[src/rtl/spi_frame_monitor.sv]
`default_nettype none
// ============================================================================
// Module      : spi_frame_monitor
// Description : System-clock SPI bus monitor. Oversamples the SPI lines,
//               captures a frame header, collects paired MOSI/MISO payload
//               words into a first-word-fall-through FIFO, optionally
//               filters on a masked header compare and reports per-frame
//               statistics. HDR_BITS and DATA must both be >= 2.
// Revision    : 1.0 - initial release
// ============================================================================
module spi_frame_monitor #(
    parameter int HDR_BITS   = 24,
    parameter int DATA       = 8,
    parameter int FIFO_DEPTH = 16,
    parameter int MODE       = 0,
    parameter int FILTER     = 1
) (
    input  logic                          clk,
    input  logic                          rst,
    input  logic                          scsn,
    input  logic                          sclk,
    input  logic                          mosi,
    input  logic                          miso,
    input  logic [HDR_BITS-1:0]           match_val,
    input  logic [HDR_BITS-1:0]           match_mask,
    input  logic                          clr,
    output logic [HDR_BITS-1:0]           hdr,
    output logic                          hdr_valid,
    output logic                          hdr_match,
    input  logic                          rd,
    output logic [2*DATA-1:0]             rdata,
    output logic                          empty,
    output logic [$clog2(FIFO_DEPTH):0]   usedw,
    output logic                          frame_done,
    output logic [15:0]                   frame_len,
    output logic                          short_frame,
    output logic                          overflow
);

    localparam int c_AW      = $clog2(FIFO_DEPTH);
    localparam int c_UW      = c_AW + 1;
    localparam int c_CNT_MAX = (HDR_BITS > DATA) ? HDR_BITS : DATA;
    localparam int c_CW      = $clog2(c_CNT_MAX + 1);
    localparam bit c_CPOL    = ((MODE >> 1) & 1) != 0;
    localparam bit c_CPHA    = (MODE & 1) != 0;
    // Modes 0 and 3 sample on the rising sclk edge, modes 1 and 2 on falling
    localparam bit c_SAMPLE_RISE = (c_CPOL == c_CPHA);

    typedef enum logic [1:0] {
        S_IDLE    = 2'd0,
        S_HDR     = 2'd1,
        S_PAYLOAD = 2'd2,
        S_DONE    = 2'd3
    } state_t;

    // ------------------------------------------------------------------
    // Synchronisers and edge history
    // ------------------------------------------------------------------
    logic scsn_s1_q, scsn_s2_q, scsn_h_q;
    logic sclk_s1_q, sclk_s2_q, sclk_h_q;
    logic mosi_s1_q, mosi_s2_q;
    logic miso_s1_q, miso_s2_q;
    // Marks when the scsn history FF holds a genuinely sampled value, so a
    // chip select already low at reset release is not mistaken for a new
    // frame start.
    logic [2:0] fill_q;

    // Bring the asynchronous SPI lines into the clk domain
    always_ff @(posedge clk or negedge rst) begin
        if (!rst) begin
            scsn_s1_q <= 1'b1;
            scsn_s2_q <= 1'b1;
            scsn_h_q  <= 1'b1;
            sclk_s1_q <= c_CPOL;
            sclk_s2_q <= c_CPOL;
            sclk_h_q  <= c_CPOL;
            mosi_s1_q <= 1'b0;
            mosi_s2_q <= 1'b0;
            miso_s1_q <= 1'b0;
            miso_s2_q <= 1'b0;
            fill_q    <= 3'b000;
        end else begin
            scsn_s1_q <= scsn;
            scsn_s2_q <= scsn_s1_q;
            scsn_h_q  <= scsn_s2_q;
            sclk_s1_q <= sclk;
            sclk_s2_q <= sclk_s1_q;
            sclk_h_q  <= sclk_s2_q;
            mosi_s1_q <= mosi;
            mosi_s2_q <= mosi_s1_q;
            miso_s1_q <= miso;
            miso_s2_q <= miso_s1_q;
            fill_q    <= {fill_q[1:0], 1'b1};
        end
    end

    logic w_sample, w_scsn_fall, w_scsn_rise;
    assign w_sample    = c_SAMPLE_RISE ? (~sclk_h_q & sclk_s2_q) : (sclk_h_q & ~sclk_s2_q);
    assign w_scsn_fall = fill_q[2] & scsn_h_q & ~scsn_s2_q;
    assign w_scsn_rise = ~scsn_h_q & scsn_s2_q;

    // ------------------------------------------------------------------
    // Frame FSM
    // ------------------------------------------------------------------
    state_t                state_q, state_d;
    logic [c_CW-1:0]       bit_cnt_q, bit_cnt_d;
    logic [15:0]           word_cnt_q, word_cnt_d;
    logic [HDR_BITS-1:0]   hdr_sh_q, hdr_sh_d;
    logic [DATA-1:0]       mosi_sh_q, mosi_sh_d;
    logic [DATA-1:0]       miso_sh_q, miso_sh_d;
    logic [HDR_BITS-1:0]   hdr_q, hdr_d;
    logic                  hdr_valid_q, hdr_valid_d;
    logic                  hdr_match_q, hdr_match_d;
    logic [15:0]           frame_len_q, frame_len_d;
    logic                  short_q, short_d;

    logic [HDR_BITS-1:0]   w_hdr_shift;
    logic [DATA-1:0]       w_mosi_shift, w_miso_shift;
    logic                  w_hdr_done;
    logic                  w_push;
    logic [2*DATA-1:0]     w_word;

    assign w_hdr_shift  = {hdr_sh_q[HDR_BITS-2:0], mosi_s2_q};
    assign w_mosi_shift = {mosi_sh_q[DATA-2:0], mosi_s2_q};
    assign w_miso_shift = {miso_sh_q[DATA-2:0], miso_s2_q};

    // FSM and capture registers
    always_ff @(posedge clk or negedge rst) begin
        if (!rst) begin
            state_q     <= S_IDLE;
            bit_cnt_q   <= '0;
            word_cnt_q  <= '0;
            hdr_sh_q    <= '0;
            mosi_sh_q   <= '0;
            miso_sh_q   <= '0;
            hdr_q       <= '0;
            hdr_valid_q <= 1'b0;
            hdr_match_q <= 1'b0;
            frame_len_q <= '0;
            short_q     <= 1'b0;
        end else begin
            state_q     <= state_d;
            bit_cnt_q   <= bit_cnt_d;
            word_cnt_q  <= word_cnt_d;
            hdr_sh_q    <= hdr_sh_d;
            mosi_sh_q   <= mosi_sh_d;
            miso_sh_q   <= miso_sh_d;
            hdr_q       <= hdr_d;
            hdr_valid_q <= hdr_valid_d;
            hdr_match_q <= hdr_match_d;
            frame_len_q <= frame_len_d;
            short_q     <= short_d;
        end
    end

    // Next-state logic; a bit sampled together with scsn rising is taken
    // before the move to DONE
    always_comb begin
        state_d     = state_q;
        bit_cnt_d   = bit_cnt_q;
        word_cnt_d  = word_cnt_q;
        hdr_sh_d    = hdr_sh_q;
        mosi_sh_d   = mosi_sh_q;
        miso_sh_d   = miso_sh_q;
        hdr_d       = hdr_q;
        hdr_valid_d = 1'b0;
        hdr_match_d = hdr_match_q;
        frame_len_d = frame_len_q;
        short_d     = short_q;
        w_hdr_done  = 1'b0;
        w_push      = 1'b0;
        w_word      = '0;
        case (state_q)
            S_IDLE: begin
                if (w_scsn_fall) begin
                    state_d    = S_HDR;
                    bit_cnt_d  = '0;
                    word_cnt_d = '0;
                    short_d    = 1'b0;
                end
            end
            S_HDR: begin
                if (w_sample) begin
                    hdr_sh_d = w_hdr_shift;
                    if (bit_cnt_q == c_CW'(HDR_BITS - 1)) begin
                        w_hdr_done  = 1'b1;
                        hdr_d       = w_hdr_shift;
                        hdr_valid_d = 1'b1;
                        hdr_match_d = ((w_hdr_shift ^ match_val) & match_mask) == '0;
                        bit_cnt_d   = '0;
                        state_d     = S_PAYLOAD;
                    end else begin
                        bit_cnt_d = bit_cnt_q + c_CW'(1);
                    end
                end
                if (w_scsn_rise) begin
                    state_d     = S_DONE;
                    short_d     = ~w_hdr_done;
                    frame_len_d = word_cnt_d;
                end
            end
            S_PAYLOAD: begin
                if (w_sample) begin
                    mosi_sh_d = w_mosi_shift;
                    miso_sh_d = w_miso_shift;
                    if (bit_cnt_q == c_CW'(DATA - 1)) begin
                        w_word    = {w_mosi_shift, w_miso_shift};
                        w_push    = (FILTER == 0) || hdr_match_q;
                        bit_cnt_d = '0;
                        if (word_cnt_q != 16'hFFFF) begin
                            word_cnt_d = word_cnt_q + 16'd1;
                        end
                    end else begin
                        bit_cnt_d = bit_cnt_q + c_CW'(1);
                    end
                end
                if (w_scsn_rise) begin
                    state_d     = S_DONE;
                    frame_len_d = word_cnt_d;
                end
            end
            default: begin
                state_d = S_IDLE;
            end
        endcase
    end

    // ------------------------------------------------------------------
    // Payload FIFO (first-word-fall-through)
    // ------------------------------------------------------------------
    logic [2*DATA-1:0] mem_q [FIFO_DEPTH];
    logic [c_AW-1:0]   wr_ptr_q, rd_ptr_q;
    logic [c_UW-1:0]   usedw_q, usedw_d;
    logic              overflow_q;
    logic              w_full, w_empty, w_do_rd, w_do_wr, w_drop;

    assign w_full  = (usedw_q == c_UW'(FIFO_DEPTH));
    assign w_empty = (usedw_q == '0);
    assign w_do_rd = rd & ~w_empty;
    assign w_do_wr = w_push & (~w_full | w_do_rd);
    assign w_drop  = w_push & w_full & ~w_do_rd;

    // Occupancy follows the net effect of push and pop
    always_comb begin
        usedw_d = usedw_q;
        if (w_do_wr && !w_do_rd) begin
            usedw_d = usedw_q + c_UW'(1);
        end else if (!w_do_wr && w_do_rd) begin
            usedw_d = usedw_q - c_UW'(1);
        end
    end

    // Pointers, occupancy and sticky overflow; a new drop wins over clr
    always_ff @(posedge clk or negedge rst) begin
        if (!rst) begin
            wr_ptr_q   <= '0;
            rd_ptr_q   <= '0;
            usedw_q    <= '0;
            overflow_q <= 1'b0;
        end else begin
            usedw_q <= usedw_d;
            if (w_do_wr) begin
                wr_ptr_q <= wr_ptr_q + c_AW'(1);
            end
            if (w_do_rd) begin
                rd_ptr_q <= rd_ptr_q + c_AW'(1);
            end
            if (w_drop) begin
                overflow_q <= 1'b1;
            end else if (clr) begin
                overflow_q <= 1'b0;
            end
        end
    end

    // Payload storage
    always_ff @(posedge clk) begin
        if (w_do_wr) begin
            mem_q[wr_ptr_q] <= w_word;
        end
    end

    assign hdr         = hdr_q;
    assign hdr_valid   = hdr_valid_q;
    assign hdr_match   = hdr_match_q;
    assign rdata       = w_empty ? '0 : mem_q[rd_ptr_q];
    assign empty       = w_empty;
    assign usedw       = usedw_q;
    assign frame_done  = (state_q == S_DONE);
    assign frame_len   = frame_len_q;
    assign short_frame = (state_q == S_DONE) & short_q;
    assign overflow    = overflow_q;

endmodule
`default_nettype wire

[config.mk]
export PLATFORM = sky130hd
export DESIGN_NAME = spi_frame_monitor
export DESIGN_NICKNAME = d
export VERILOG_FILES = /design/src/rtl/spi_frame_monitor.sv
export SDC_FILE = /design/constraint.sdc
export NUM_CORES = 1
export LEC_CHECK = 0
export BUFFER_PORTS_ARGS = -buffer_cell sky130_fd_sc_hd__buf_2
export CORE_ASPECT_RATIO = 1.2
export CORE_UTILIZATION = 65
export DETAILED_ROUTE_END_ITERATION = 6
export HOLD_SLACK_MARGIN = 0.02
export PLACE_DENSITY_LB_ADDON = 0.08
export SLEW_MARGIN = 20
export SYNTH_ARGS = -nofsm -noshare
export SYNTH_HDL_FRONTEND = slang
export SYNTH_SLANG_ARGS = --single-unit
[constraint.sdc]
create_clock -name clk -period 6.1 [get_ports clk]
set_input_delay 0.915 -clock clk [delete_from_list [all_inputs] [get_ports clk]]
set_output_delay 0.915 -clock clk [all_outputs]
set_load 0.01 [all_outputs]
### Word level (Yosys, flattened, before mapping)

Memories as Yosys holds them, arrays and structs flattened.
Index checks and enable logic that the tools add are counted.

| word-level totals | value |
|---|---|
| register bits | 130 |
| memory bits (writable) | 256 |
| output and inout port bits | 67 |
| word-level logic and storage cells | 127 |
| memories | 1 |

| operators by class | value |
|---|---|
| $add $sub $neg | 6 |
| eq/ne operators | 14 |
| mux-type cells | 40 |
| bitwise operators | 19 |
| reduce and logical (&&, ||, !) cells | 21 |

Memories:

| name | words | width | read ports | clocked after Yosys merged registers in | wr ports | line | source |
|---|---|---|---|---|---|---|---|
| mem_q | 16 | 16 | 1 | 0 | 1 | 231 | `logic [2*DATA-1:0] mem_q [FIFO_DEPTH];` |

Operators by type and width:

| operator | count |
|---|---|
| 16-bit two-way mux | 10 |
| 16-bit one-hot mux with 2 select lines | 2 |
| 5-bit two-way mux | 7 |
| 24-bit AND | 1 |
| 24-bit logical NOT | 1 |
| 24-bit bitwise XOR | 1 |
| 16-bit by 1-bit adder with 16-bit output (second input constant) | 1 |
| 16-bit inequality test (second input constant) | 1 |
| 5-bit one-hot mux with 3 select lines | 1 |
| 1-bit two-way mux | 13 |
| 5-bit by 1-bit adder with 5-bit output (second input constant) | 2 |
| 5-bit equality test (second input constant) | 2 |
| 2-bit two-way mux | 5 |
| 2-bit inequality test (second input constant) | 5 |
| 2-bit nonzero test | 5 |
| 1-bit AND | 9 |
| 3-bit AND reduction | 3 |
| 4-bit by 1-bit adder with 4-bit output (second input constant) | 2 |
| 4-bit AND reduction | 2 |
| 1-bit inverter | 7 |
| 3-bit inequality test (second input constant) | 2 |
| 2-bit one-hot mux with 3 select lines | 1 |
| 2-bit AND reduction | 3 |
| 5-bit by 3-bit equality test with 1-bit output (second input constant) | 1 |
| 10 further kinds | 13 |

### Longest topological paths before layout

| logic depth | value |
|---|---|
| word-level depth | 9 |
| depth in mapped cells | 14 |
| gate-level depth less buffers | 12 |

### Worst setup path after synthesis

OpenSTA, ideal clock, no wires.

| path | value |
|---|---|
| path type | register -> register |
| start point | register bit_cnt_q[0] |
| end point | memory mem_q[3][0] (netlist name) (enable) |
| library setup time | 0.409 ns |
| data arrival time | 2.734 ns |
| required time | 5.691 ns |
| path slack | 2.957 ns |
| stages on the path, launching flop included | 9 |
| path buffers | 2 |
| cells stage by stage | dfrtp_1 > ha_1 > and4bb_2 > and3_1 > buf_2 > and3_1 > buf_2 > nand2_1 > nor3_1 |

| between the ends | value |
|---|---|
| word-level cells in the longest chain between the ends | 7 |

Ends and longest elaborated chain:

| element | line | source |
|---|---|---|
| start, declared | 106 | `logic [c_CW-1:0] bit_cnt_q, bit_cnt_d;` |
| start signal, assigned | 143 | `bit_cnt_q <= bit_cnt_d;` |
| 5-bit by 3-bit equality test with 1-bit output | 206 | `if (bit_cnt_q == c_CW'(DATA - 1)) begin` |
| 1-bit two-way mux | 206 |  |
| 1-bit two-way mux | 203 | `if (w_sample) begin` |
| 1-bit two-way mux | 173 | `case (state_q)` |
| 1-bit AND | 240 | `assign w_do_wr = w_push & (~w_full \| w_do_rd);` |
| named net w_do_wr | 235 | `logic w_full, w_empty, w_do_rd, w_do_wr, w_drop;` |
| 1-bit two-way mux | 278 | `if (w_do_wr) begin` |
| 1-bit two-way mux (implied by the code) | 279 | `mem_q[wr_ptr_q] <= w_word;` |
| end, declared | 231 |  |

The timed path passes the listed nets, and every way through them passes these cells.

### Worst setup path in the final report

| path | value |
|---|---|
| start point | register rd_ptr_q[0] |
| end point | output port rdata[0] |

| between the ends | value |
|---|---|
| word-level cells in the longest chain between the ends | 2 |

Ends and longest elaborated chain:

| element | line | source |
|---|---|---|
| start, declared | 232 | `logic [c_AW-1:0] wr_ptr_q, rd_ptr_q;` |
| start signal, assigned | 266 | `rd_ptr_q <= rd_ptr_q + c_AW'(1);` |
| memory 16 x 16 bit | - |  |
| 16-bit two-way mux | 286 | `assign rdata = w_empty ? '0 : mem_q[rd_ptr_q];` |
| end, declared | 31 | `output logic [2*DATA-1:0] rdata,` |

No other way between the ends.

==> summary.txt <==
Synthesis
  • Mux cell area share after synthesis: 0.161
  • YS warnings: 0
  • Async S/R FF share, synth: 0.337
  • Yosys top cell area share: 0.477
  • Synthesized cell area: 16100 um^2
  • Yosys top cell by area: edfxtp_1
  • Synth cell types: 57
  • Post-synthesis simple-gate area fraction: 0.0607
  • XOR/XNOR share of the synthesized area: 0.0250
  • Primary FF master, synth: edfxtp_1
  • Largest family of logic cells by synthesized area: multiplexers
  • Synth area leaders: edfxtp_1 48%, dfrtp_1 20%, mux4_2 11%
  • Post-Synthesis Cells: 951
  • Syn Area/Cell: 17.0 um^2
  • Post-synth EDFFs: 256
  • Adder-cell share of the synthesized area: 0.0137
  • Synthesized flop and latch total: 386
  • Synth Net Count: 1024
  • Compound-gate portion of the synthesized area: 0.0417
  • Sequential area share after synthesis: 0.678

Worst setup path
  • CP max stage cell: dfrtp_4
  • WP data arrival: 3.30 ns
  • Crit-path most repeated cell: mux4_2
  • CP peak stage delay: 1.00 ns
  • Worst-path cell chain: buf_4 > mux4_2 > mux4_2 > nor2b_1 > buf_2
  • Critical path launch point type: register
  • CP Capture Type: output pin
  • Worst Path Class, Setup: reg -> out
  • Max FO, Critical Path: 46
  • Number of buffers and inverters on the critical path: 2
  • Required @ worst endpoint: 5.18 ns
  • CP delay by family, top: multiplexers

STA
  • WHS: 0.348 ns
  • Setup TNS: 0 ns
  • Crit share post-route: 0.691
  • Max-slew violations: 0
  • Final-report hold violation count: 0
  • Worst Tran Pin Value: 1.14 ns
  • Skew final: 0.0142 ns
  • Slew headroom: 0.239
  • Final min period: 4.22 ns
  • Setup-failing EPs final: 0
  • F_max: 237 MHz
  • RSZ-0062 raised after global routing: false

Pwr
  • Max VDD drop: 0.284 mV
  • Clock share of power: 0.338
  • Comb power frac: 0.186
  • Switching Share: 0.271
  • Pwr Density: 360 nW/um^2
  • Leak Pwr: 7.05 nW
  • Net Sw Power: 1.77 mW
  • Reg power frac: 0.477
  • Pint: 4.78 mW

Die
  • Die width: 146 um
  • Total core area: 24100 um^2
  • Die Ht: 175 um
  • Die footprint: 25500 um^2
  • I/O Pins: 123
  • Initial Util: 0.669
  • Row count: 62

Cells and area
  • Nets: 1144
  • Share of layout cells above drive strength 1: 0.309
  • Fin util: 0.755
  • Area delta synth->final: 12.9%
  • Final non-filler cell area: 18200 um^2
  • Layout Cells excl Fill: 1421
  • Fillers: 1422

Hold path
  • HP Class: reg -> reg

Place
  • PortBufs: 122
  • Total placed cells including tap cells: 1352
  • Post-DP HPWL: 20.0 mm
  • GPL Wtd Cong: 0.846
  • Dpl cell area: 17000 um^2

Route
  • Iter 0 DRT Violations: 534
  • Via density: 6.22
  • Wire per inst: 23.9 um
  • Final wirelength: 34.0 mm
  • Routed Antenna Nets: 0
  • DR pass1 iterations: 5
  • DR vias: 8840
  • Drt drc: 0

Global routing
  • Global route total overflow: 0
  • First-pass GRT wire length: 52.8 mm
  • Largest net degree at the start of global routing: 67
  • Tot GR Track Use: 0.280
  • Via count of the first global-routing pass: 9020
  • Initial antenna violation count: 1

Run
  • Max-Cap Viols: 0

Clocking
  • Post-cts gate resize count: 0
  • H-tree Lvls: 2
  • Clk Latency, worst-skew pair: 0.52 ns
  • Clock slew at reported path FFs: 0.06 ns
  • Sink Count: 386
  • CTS root buf: clkbuf_16
  • Setup bufs post-CTS: 0
  • CTS Hold Buffers Added: 0
  • CTS Buffer Depth: 3
  • Total CTS buffers: 37
  • Clock tree from TritonCTS: built

Outcome
  • Run status: completed
-- worst paths after layout --
kind	startpoint	endpoint	slack [ns]	cells after the start
max	rd_ptr_q[0]	rdata[0]	1.88	5
min	sclk_s1_q	sclk_s2_q	0.35	0
max reg2reg	state_q[0]	usedw[4]	2.20	12
min reg2reg	sclk_s1_q	sclk_s2_q	0.35	0
max in group asynchronous	rst	hdr_sh_q[19]	4.46	2
min in group asynchronous	rst	word_cnt_q[1]	0.40	1
-- through the flow --
stage	setup WS [ns]	total power [mW]
after floorplan	2.96	4.05
after global placement	2.32	4.38
after detailed placement	2.23	4.41
after CTS	1.80	6.61
after global routing	1.69	6.81
final	1.88	6.55
-- cells in the final DEF (no fill, tap or decap), types with 8 or more instances in the layout --
cell	synthesis	routed
mux2_1	17	17
nor2_1	29	19
nand3_1	11	11
and2_1	21	21
nor2b_1	18	18
edfxtp_1	256	256
o21ai_0	20	20
dfrtp_1	127	125
nor2_2	1	10
nand2_1	39	39
inv_1	13	13
clkinv_2	0	8
xor2_1	29	29
buf_2	18	121
a21oi_1	9	9
a22o_1	16	16
o31ai_1	19	19
buf_4	1	12
ha_1	16	16
mux2_2	47	47
clkbuf_16	0	39
nor3_1	19	15
mux4_2	80	80
nand4_1	11	11
o21ai_1	17	16
xnor2_1	17	17
clkbuf_1	27	10
-- cells by family (layout without fill, tap and decap cells) --
group | after synthesis | after routing
other cells | 1 | 2
flops | 386 | 386
mux | 151 | 151
xor+xnor | 46 | 46
buf+inv | 67 | 216
fa+ha+maj | 17 | 17
simple gates | 182 | 182
compound gates | 101 | 101
-- state kept, by name (all words and copies together) (netlist names), 4 cells and up --
register and cells:
mem_q 256, hdr 24, hdr_sh_q 23, frame_len 16
word_cnt_q 16, miso_sh_q 7, mosi_sh_q 7, bit_cnt_q 5
usedw 5, rd_ptr_q 4, wr_ptr_q 4
-- synth_stat cells (7+ instances only) --
cell type	instances
ha_1	16
nand2_1	39
xnor2_1	17
a21oi_1	9
xor2_1	29
mux2_2	47
nor2b_1	18
o21ai_0	20
o31ai_1	19
dfrtp_1	127
nand4_1	11
edfxtp_1	256
nand3_1	11
inv_1	13
mux2i_1	7
and2_1	21
buf_2	18
a22o_1	16
nor2_1	29
o21ai_1	17
nor3_1	19
mux4_2	80
clkbuf_1	27
and3_1	7
mux2_1	17
-- power groups by stage --
stage               logic (mW)  clock network [mW]  registers (mW)
floorplan                 1.05                   0            3.00
global placement          1.19                   0            3.18
detailed placement        1.22                   0            3.19
CTS                       1.22                2.25            3.14
global route              1.32                2.33            3.16
finish                    1.22                2.21            3.12
-- layout make-up --
cell class                 instances  area [um^2]  area share
clock buffer                      50         1030      0.0564
multi-input combinational        498         4930       0.271
timing repair buffer             134          707      0.0388
inverter                          14         52.6     0.00289
clock inverter                    18          140     0.00769
antenna                            1         2.50    0.000137
tap                              320          400      0.0220
sequential                       386        10900       0.601
-- per-layer routing --
| layer | GRT usage | routed length (um) | vias to the layer above |
|---|---|---|---|
| met5 | 0 | 0 | - |
| met3 | 0.0441 | 1820 | 72 |
| met1 | 0.354 | 13000 | 4549 |
| li1 | - | - | 3921 |
| met2 | 0.496 | 18200 | 298 |
| met4 | 0.0961 | 1040 | 0 |
No activity file was read; power rests on OpenSTA's default activity.
